`config.mk`:
```
export PLATFORM = sky130hd
export DESIGN_NAME = pipeline_stage_chain_flat
export DESIGN_NICKNAME = d
export VERILOG_FILES = /design/src/rtl/pipeline_stage_chain_if.sv /design/src/rtl/pipeline_stage_chain.sv /design/src/flat_wrapper.sv
export SDC_FILE = /design/constraint.sdc
export NUM_CORES = 1
export LEC_CHECK = 0
export CORE_MARGIN = 3
export CORE_UTILIZATION = 46
export DETAILED_ROUTE_END_ITERATION = 10
export GPL_ROUTABILITY_DRIVEN = 0
export HOLD_SLACK_MARGIN = 0.1
export MAX_ROUTING_LAYER = met4
export PLACE_DENSITY = 0.95
export SYNTH_ARGS = -nofsm -noshare
export SYNTH_HDL_FRONTEND = slang
export SYNTH_SLANG_ARGS = --single-unit
export TNS_END_PERCENT = 20
```
`constraint.sdc`:
```
create_clock -name clk -period 4 [get_ports clk]
set_clock_uncertainty 0.2 [all_clocks]
set_input_delay 1 -clock clk [delete_from_list [all_inputs] [get_ports clk]]
set_output_delay 1 -clock clk [all_outputs]
set_load 0.01 [all_outputs]
```
`src/rtl/pipeline_stage_chain_if.sv`:
```
// Valid/ready handshake bundle for pipeline_stage_chain: producer side (in_*) and consumer side (out_*).
// The chain itself uses the slave view; whatever drives it uses the master view.
interface pipeline_stage_chain_if #(
  parameter int unsigned WIDTH = 32
);
  logic             in_valid;
  logic             in_ready;
  logic [WIDTH-1:0] in_data;
  logic             out_valid;
  logic             out_ready;
  logic [WIDTH-1:0] out_data;

  modport master (
    output in_valid, in_data, out_ready,
    input  in_ready, out_valid, out_data
  );

  modport slave (
    input  in_valid, in_data, out_ready,
    output in_ready, out_valid, out_data
  );
endinterface

```
`src/rtl/pipeline_stage_chain.sv`:
```
// Elastic STAGES-deep register chain with per-stage valid bits, bubble collapse and synchronous flush.
// Optional skid entry before stage 0 (breaks the out_ready->in_ready path): `define PIPELINE_STAGE_CHAIN_SKID_EN.
module pipeline_stage_chain #(
  parameter int unsigned      WIDTH     = 32,
  parameter int unsigned      STAGES    = 1,
  parameter logic [WIDTH-1:0] NOP_VALUE = '0,
  localparam int unsigned     CW        = $clog2(STAGES + 2)
) (
  input  logic                  clk,
  input  logic                  rst,
  pipeline_stage_chain_if.slave bus,
  input  logic                  flush,
  output logic [CW-1:0]         occupancy
);
  logic [STAGES-1:0] v_reg;
  logic [WIDTH-1:0]  d_reg [STAGES];
  logic [STAGES-1:0] load;
  logic [STAGES-1:0] src_v;
  logic [WIDTH-1:0]  src_d [STAGES];
  logic [CW-1:0]     occ_reg;
  logic              in_xfer;
  logic              out_xfer;

  assign bus.out_valid = v_reg[STAGES-1];
  assign bus.out_data  = d_reg[STAGES-1];
  assign in_xfer       = bus.in_valid && bus.in_ready;
  assign out_xfer      = bus.out_valid && bus.out_ready;
  assign occupancy     = occ_reg;

  // Stage i can load iff some stage at or ahead of it is empty, or the head is draining.
  generate
    for (genvar gi = 0; gi < STAGES; gi++) begin : g_stage
      assign load[gi] = bus.out_ready || !(&v_reg[STAGES-1:gi]);
      if (gi > 0) begin : g_link
        assign src_v[gi] = v_reg[gi-1];
        assign src_d[gi] = d_reg[gi-1];
      end
    end
  endgenerate

`ifdef PIPELINE_STAGE_CHAIN_SKID_EN
  logic             skid_v_reg;
  logic [WIDTH-1:0] skid_d_reg;

  assign bus.in_ready = !rst && !flush && !skid_v_reg;
  assign src_v[0]     = skid_v_reg || in_xfer;
  assign src_d[0]     = skid_v_reg ? skid_d_reg : bus.in_data;

  // The skid holds one accepted payload while stage 0 is stalled; it always drains before new input.
  always_ff @(posedge clk or posedge rst) begin
    if (rst) begin
      skid_v_reg <= 1'b0;
      skid_d_reg <= NOP_VALUE;
    end else if (flush) begin
      skid_v_reg <= 1'b0;
      skid_d_reg <= NOP_VALUE;
    end else if (skid_v_reg) begin
      if (load[0]) begin
        skid_v_reg <= 1'b0;
      end
    end else if (in_xfer && !load[0]) begin
      skid_v_reg <= 1'b1;
      skid_d_reg <= bus.in_data;
    end
  end
`else
  assign bus.in_ready = !rst && !flush && load[0];
  assign src_v[0]     = in_xfer;
  assign src_d[0]     = bus.in_data;
`endif

  // Data is only captured from a valid source, so a bubble leaves the old payload in place.
  always_ff @(posedge clk or posedge rst) begin
    if (rst) begin
      v_reg <= '0;
      for (int i = 0; i < STAGES; i++) begin
        d_reg[i] <= NOP_VALUE;
      end
    end else if (flush) begin
      v_reg <= '0;
      for (int i = 0; i < STAGES; i++) begin
        d_reg[i] <= NOP_VALUE;
      end
    end else begin
      for (int i = 0; i < STAGES; i++) begin
        if (load[i]) begin
          v_reg[i] <= src_v[i];
          if (src_v[i]) begin
            d_reg[i] <= src_d[i];
          end
        end
      end
    end
  end

  always_ff @(posedge clk or posedge rst) begin
    if (rst) begin
      occ_reg <= '0;
    end else if (flush) begin
      occ_reg <= '0;
    end else begin
      case ({in_xfer, out_xfer})
        2'b10:   occ_reg <= occ_reg + CW'(1);
        2'b01:   occ_reg <= occ_reg - CW'(1);
        default: occ_reg <= occ_reg;
      endcase
    end
  end
endmodule
```
`src/flat_wrapper.sv`:
```
// flat-port wrapper written by rule: the top's interface ports become plain ports
module pipeline_stage_chain_flat 
#(
  parameter int unsigned      WIDTH     = 32,
  parameter int unsigned      STAGES    = 1,
  parameter logic [WIDTH-1:0] NOP_VALUE = '0,
  localparam int unsigned     CW        = $clog2(STAGES + 2)
)
  (clk, rst, flush, occupancy, bus_in_valid, bus_in_data, bus_out_ready, bus_in_ready, bus_out_valid, bus_out_data);
  pipeline_stage_chain_if #(.WIDTH(WIDTH)) bus_i ();
  input  logic clk;
  input  logic rst;
  input  logic flush;
  output logic [CW-1:0] occupancy;
  input wire logic [$bits(bus_i.in_valid)-1:0] bus_in_valid;
  input wire logic [$bits(bus_i.in_data)-1:0] bus_in_data;
  input wire logic [$bits(bus_i.out_ready)-1:0] bus_out_ready;
  output wire logic [$bits(bus_i.in_ready)-1:0] bus_in_ready;
  output wire logic [$bits(bus_i.out_valid)-1:0] bus_out_valid;
  output wire logic [$bits(bus_i.out_data)-1:0] bus_out_data;
  assign bus_i.in_valid = bus_in_valid;
  assign bus_i.in_data = bus_in_data;
  assign bus_i.out_ready = bus_out_ready;
  assign bus_in_ready = bus_i.in_ready;
  assign bus_out_valid = bus_i.out_valid;
  assign bus_out_data = bus_i.out_data;
  pipeline_stage_chain #(.WIDTH(WIDTH), .STAGES(STAGES), .NOP_VALUE(NOP_VALUE)) u_core (.clk(clk), .rst(rst), .bus(bus_i), .flush(flush), .occupancy(occupancy));
endmodule
```
Yosys cells after proc, flatten, opt, wreduce, memory -nomap -nowiden
Index checks and enable logic that the tools add are counted.
W data, S select, Z words.

word-level totals
  bits in registers = 35
  bits of input ports = 37
  output and inout bits = 36
  word-level logic and storage cells = 26

operators by class
  add/sub/neg operators = 2
  equality and inequality tests = 2
  mux-type cells = 7
  reductions and logical operators = 12

operators by type and width
  kind                   count
  $mux W32               3
  $logic_and A1 B1 Y1    4
  $pmux W2 S2            1
  $reduce_bool A2 Y1     2
  $logic_not A1 Y1       3
  $reduce_bool A3 Y1     1
  $add A2 B1 Y2 const B  1
  $eq A2 B1 Y1 const B   1
  $eq A2 B2 Y1 const B   1
  $mux W1                2
  $mux W2                1
  $reduce_and A2 Y1      1
  $sub A2 B1 Y2 const B  1
  $logic_or A1 B1 Y1     1

Longest topological paths before layout
  depth in word-level cells = 7
  mapped depth = 4
  gate-level depth less buffers = 3

Worst setup path after synthesis
Ideal clock, no wire load.

  path type = in2out
  start point = input port bus_out_ready
  end point = output port bus_in_ready
  arrival = 1494 ps
  required time = 2800 ps
  setup slack = 1306 ps
  cell stages on the path = 2
  cell sequence = nand2b_1 nor3b_1

on the way
  longest elaborated chain between the ends = 2

RTL lines
  element              line                        source
  start, declared      flat_wrapper.sv:17          input wire logic [$bits(bus_i.out_ready)-1:0] bus_out_ready;
  $logic_or A1 B1 Y1   pipeline_stage_chain.sv:33  assign load[gi] = bus.out_ready || !(&v_reg[STAGES-1:gi]);
  $logic_and A1 B1 Y1  pipeline_stage_chain.sv:67  assign bus.in_ready = !rst && !flush && load[0];
  end, declared        flat_wrapper.sv:18          output wire logic [$bits(bus_i.in_ready)-1:0] bus_in_ready;

Every way passes these cells.

Final worst setup path
Ends and elaborated chain as after synthesis.

==> flow_metrics.env <==
export IMPL_cellPowerDensity_nw_per_um2=320.8
export IMPL_drc=0
export IMPL_dp_hpwl_mm=2.987
export IMPL_pre_cts_ws_ps=309.5
export IMPL_yosys_area_top_type="dfrtp_1"
export IMPL_path_common_cell="clkdlybuf4s50_1"
export IMPL_grt_max_degree=39
export IMPL_die_x_um=67.49
export IMPL_cp_slowest_stage_delay_ps=580
export IMPL_setup_ws_ps=328.9
export IMPL_drt_iter0_drc=28
export IMPL_wl_mm=4.137
export IMPL_cts_root_buf="clkbuf_8"
export IMPL_drt_wirelength_per_cell_um=16.95
export IMPL_die_h_um=67.49
export IMPL_num_vias=1186
export IMPL_yosysTopAreaCellShare_pct=50.36
export IMPL_firstDrtPassIters=4
export IMPL_tightestPinTransition_ps=819.5
export IMPL_grt_pass1_vias=1346
export IMPL_synth_area_per_cell_sq_um=14.14
export IMPL_synth_cells=123
export IMPL_setup_viol=0
export IMPL_ant_nets=0
export IMPL_core_area_sq_um=3495
export IMPL_synth_main_ff_cell="dfrtp_1"
export IMPL_path_buf_inv=2
export IMPL_syn_num_nets=160
export IMPL_fillers=240
export IMPL_cts_sinks=35
export IMPL_max_freq_mhz=272.4
export IMPL_status="complete, no violations"
export IMPL_drv_slew=0
export IMPL_port_buffers=72
export IMPL_rrSetupSlack_ps=2220
export IMPL_cp_max_fo=3
export IMPL_nets=234
export IMPL_drive_gt1_share_pct=23.23
export IMPL_crit_type="in -> out"
export IMPL_hold_path_class="reg -> reg"
export IMPL_grt_pass1_wl_mm=6.637
export IMPL_cts_repair_resized=0
export IMPL_clk_latency_ps=280
export IMPL_fin_crit_ps=3671
export IMPL_synth_distinct_cells=17
export IMPL_syn2layout_area_growth_pct=48.49
export IMPL_irDropWorstVdd_v=0.0001993
export IMPL_critPathLaunchType="primary input"
export IMPL_htree_levels=2
export IMPL_grt_ovfl_total=0
export IMPL_setup_tns_ps=0
export IMPL_cts_buffers=5
export IMPL_path_cells="clkdlybuf4s50_1 > nand2b_1 > nor3b_1 > clkdlybuf4s50_1"
export IMPL_tritoncts="yes"
export IMPL_synth_seq_area_share_pct=50.36
export IMPL_antenna_cells=0
export IMPL_via_per_inst=4.861
export IMPL_synth_seq_cells=35
export IMPL_critPathLaunch="bus_out_ready"
export IMPL_async_flop_share_pct=100.0
export IMPL_yosysWarnings=0
export IMPL_crit_path_top_delay_cell="clkdlybuf4s50_1"
export IMPL_regToRegStartpoint="u_core.bus.out_valid$_DFFE_PP0P_"
export IMPL_cap_violations=0
export IMPL_synth_edff_count=0
export IMPL_cts_hold_buf=0
export IMPL_synth_cell_area_sq_um=1739
export IMPL_antenna_found_initial=0
export IMPL_path_delay_family="buffers and inverters"
export IMPL_finalHoldWorstSlack_ps=414.7
export IMPL_path_clk_slew_ps=70
export IMPL_power_leakage_nw=1.233
export IMPL_start_util_pct=49.77
export IMPL_cp_data_required_time_ps=2800
export IMPL_slew_headroom_pct=45.31
export IMPL_die_area_sq_um=4555
export IMPL_min_from="u_core.bus.out_data[20]$_DFFE_PP0P_"
export IMPL_cp_arrival_ps=2470
export IMPL_std_cell_rows=21
export IMPL_period_share_pct=91.78
export IMPL_io_pins=73
export IMPL_rsz0062_at_grt="false"
export IMPL_post_cts_buffers=0
export IMPL_netlist_top_cells_area="dfrtp_1, mux2_4, nor2b_1"
export IMPL_end_kind="primary output"
export IMPL_design_power_total_mw=0.8285
export IMPL_cts_path_max_buffers=2
export IMPL_final_util_pct=73.90
export IMPL_final_hold_violation_count=0
export IMPL_grtUsageTotal_pct=21.17
through the flow:
stage	instance area (sq um)	instances
2_1_floorplan	1739	123
3_3_place_gp	2479	236
3_5_place_dp	2479	236
4_1_cts	2582	244
5_1_grt	2582	244
6_report	2582	244
worst reg2reg max path, stage by stage (launching register included):
cell	delay [ps]
dfrtp_1	430
nand2b_1	150
nand2_4	490
mux2_2	410
sequential cells by signal, summed over array words and instances (netlist names):
name and count:
u_core.bus.out_data 32, u_core.bus.out_valid 1, u_core.occupancy 2
path summary, 6_finish.rpt:
| kind | to | cells past startpoint |
|---|---|---|
| max | bus_in_ready | 4 |
| min | u_core.bus.out_data[20]$_DFFE_PP0P_ | 2 |
| max reg2reg | u_core.bus.out_data[19]$_DFFE_PP0P_ | 3 |
| min in group asynchronous | u_core.bus.out_data[10]$_DFFE_PP0P_ | 2 |
| min reg2reg | u_core.bus.out_data[20]$_DFFE_PP0P_ | 2 |
| max in group asynchronous | u_core.bus.out_data[24]$_DFFE_PP0P_ | 3 |
power by group:
part / switching [mW] / internal [mW] / total, mW
Sequential: 0.0117 / 0.373 / 0.385
Combinational: 0.0556 / 0.104 / 0.159
Clock: 0.128 / 0.157 / 0.284
Total: 0.195 / 0.633 / 0.829
cell type report:
| type | count | area, sq um | share of cell area [%] |
|---|---|---|---|
| repair buffers | 74 | 735.7 | 28.49 |
| flip-flops and latches | 35 | 875.8 | 33.91 |
| inverters | 1 | 3.754 | 0.1453 |
| clock inverters | 1 | 7.507 | 0.2907 |
| multi-input cells | 80 | 805.8 | 31.20 |
| well taps | 46 | 57.56 | 2.229 |
| clock buffers | 7 | 96.34 | 3.731 |
metal layers:
layer / wire [um] / up-vias / GRT usage (%)
met2: 2165 / 45 / 35.97
met4: 51 / 0 / 6.835
li1: - / 554 / -
met3: 262 / 5 / 6.323
met5: 0 / - / -
met1: 1658 / 582 / 23.72
cells in the final DEF (no fill, tap or decap), types with 2 or more instances in the layout:
| master | count |
|---|---|
| mux2_2 | 5 |
| mux2_4 | 29 |
| and2b_1 | 6 |
| buf_4 | 2 |
| clkbuf_8 | 7 |
| clkdlybuf4s50_1 | 72 |
| mux2i_1 | 2 |
| nor2_1 | 2 |
| dfrtp_1 | 35 |
| nand2b_1 | 2 |
| nor2b_1 | 28 |
logic make-up after synthesis:
logic type	after synthesis	share of synthesized area [%]
AO/OA/AOI/OAI	1	0.2875
buffers and inverters	8	3.309
flip-flops	35	50.36
multiplexers	36	29.42
AND/OR/NAND/NOR	43	16.62
cell usage after synthesis (2+ instances only):
cell and number:
and2b_1 6, mux2_2 5, nor2b_1 28, buf_2 4, mux2_4 29, nor2_1 2, dfrtp_1 35, buf_6 3
mux2i_1 2, nand2b_1 2
Note: power is estimated with default switching activity, not from simulation.
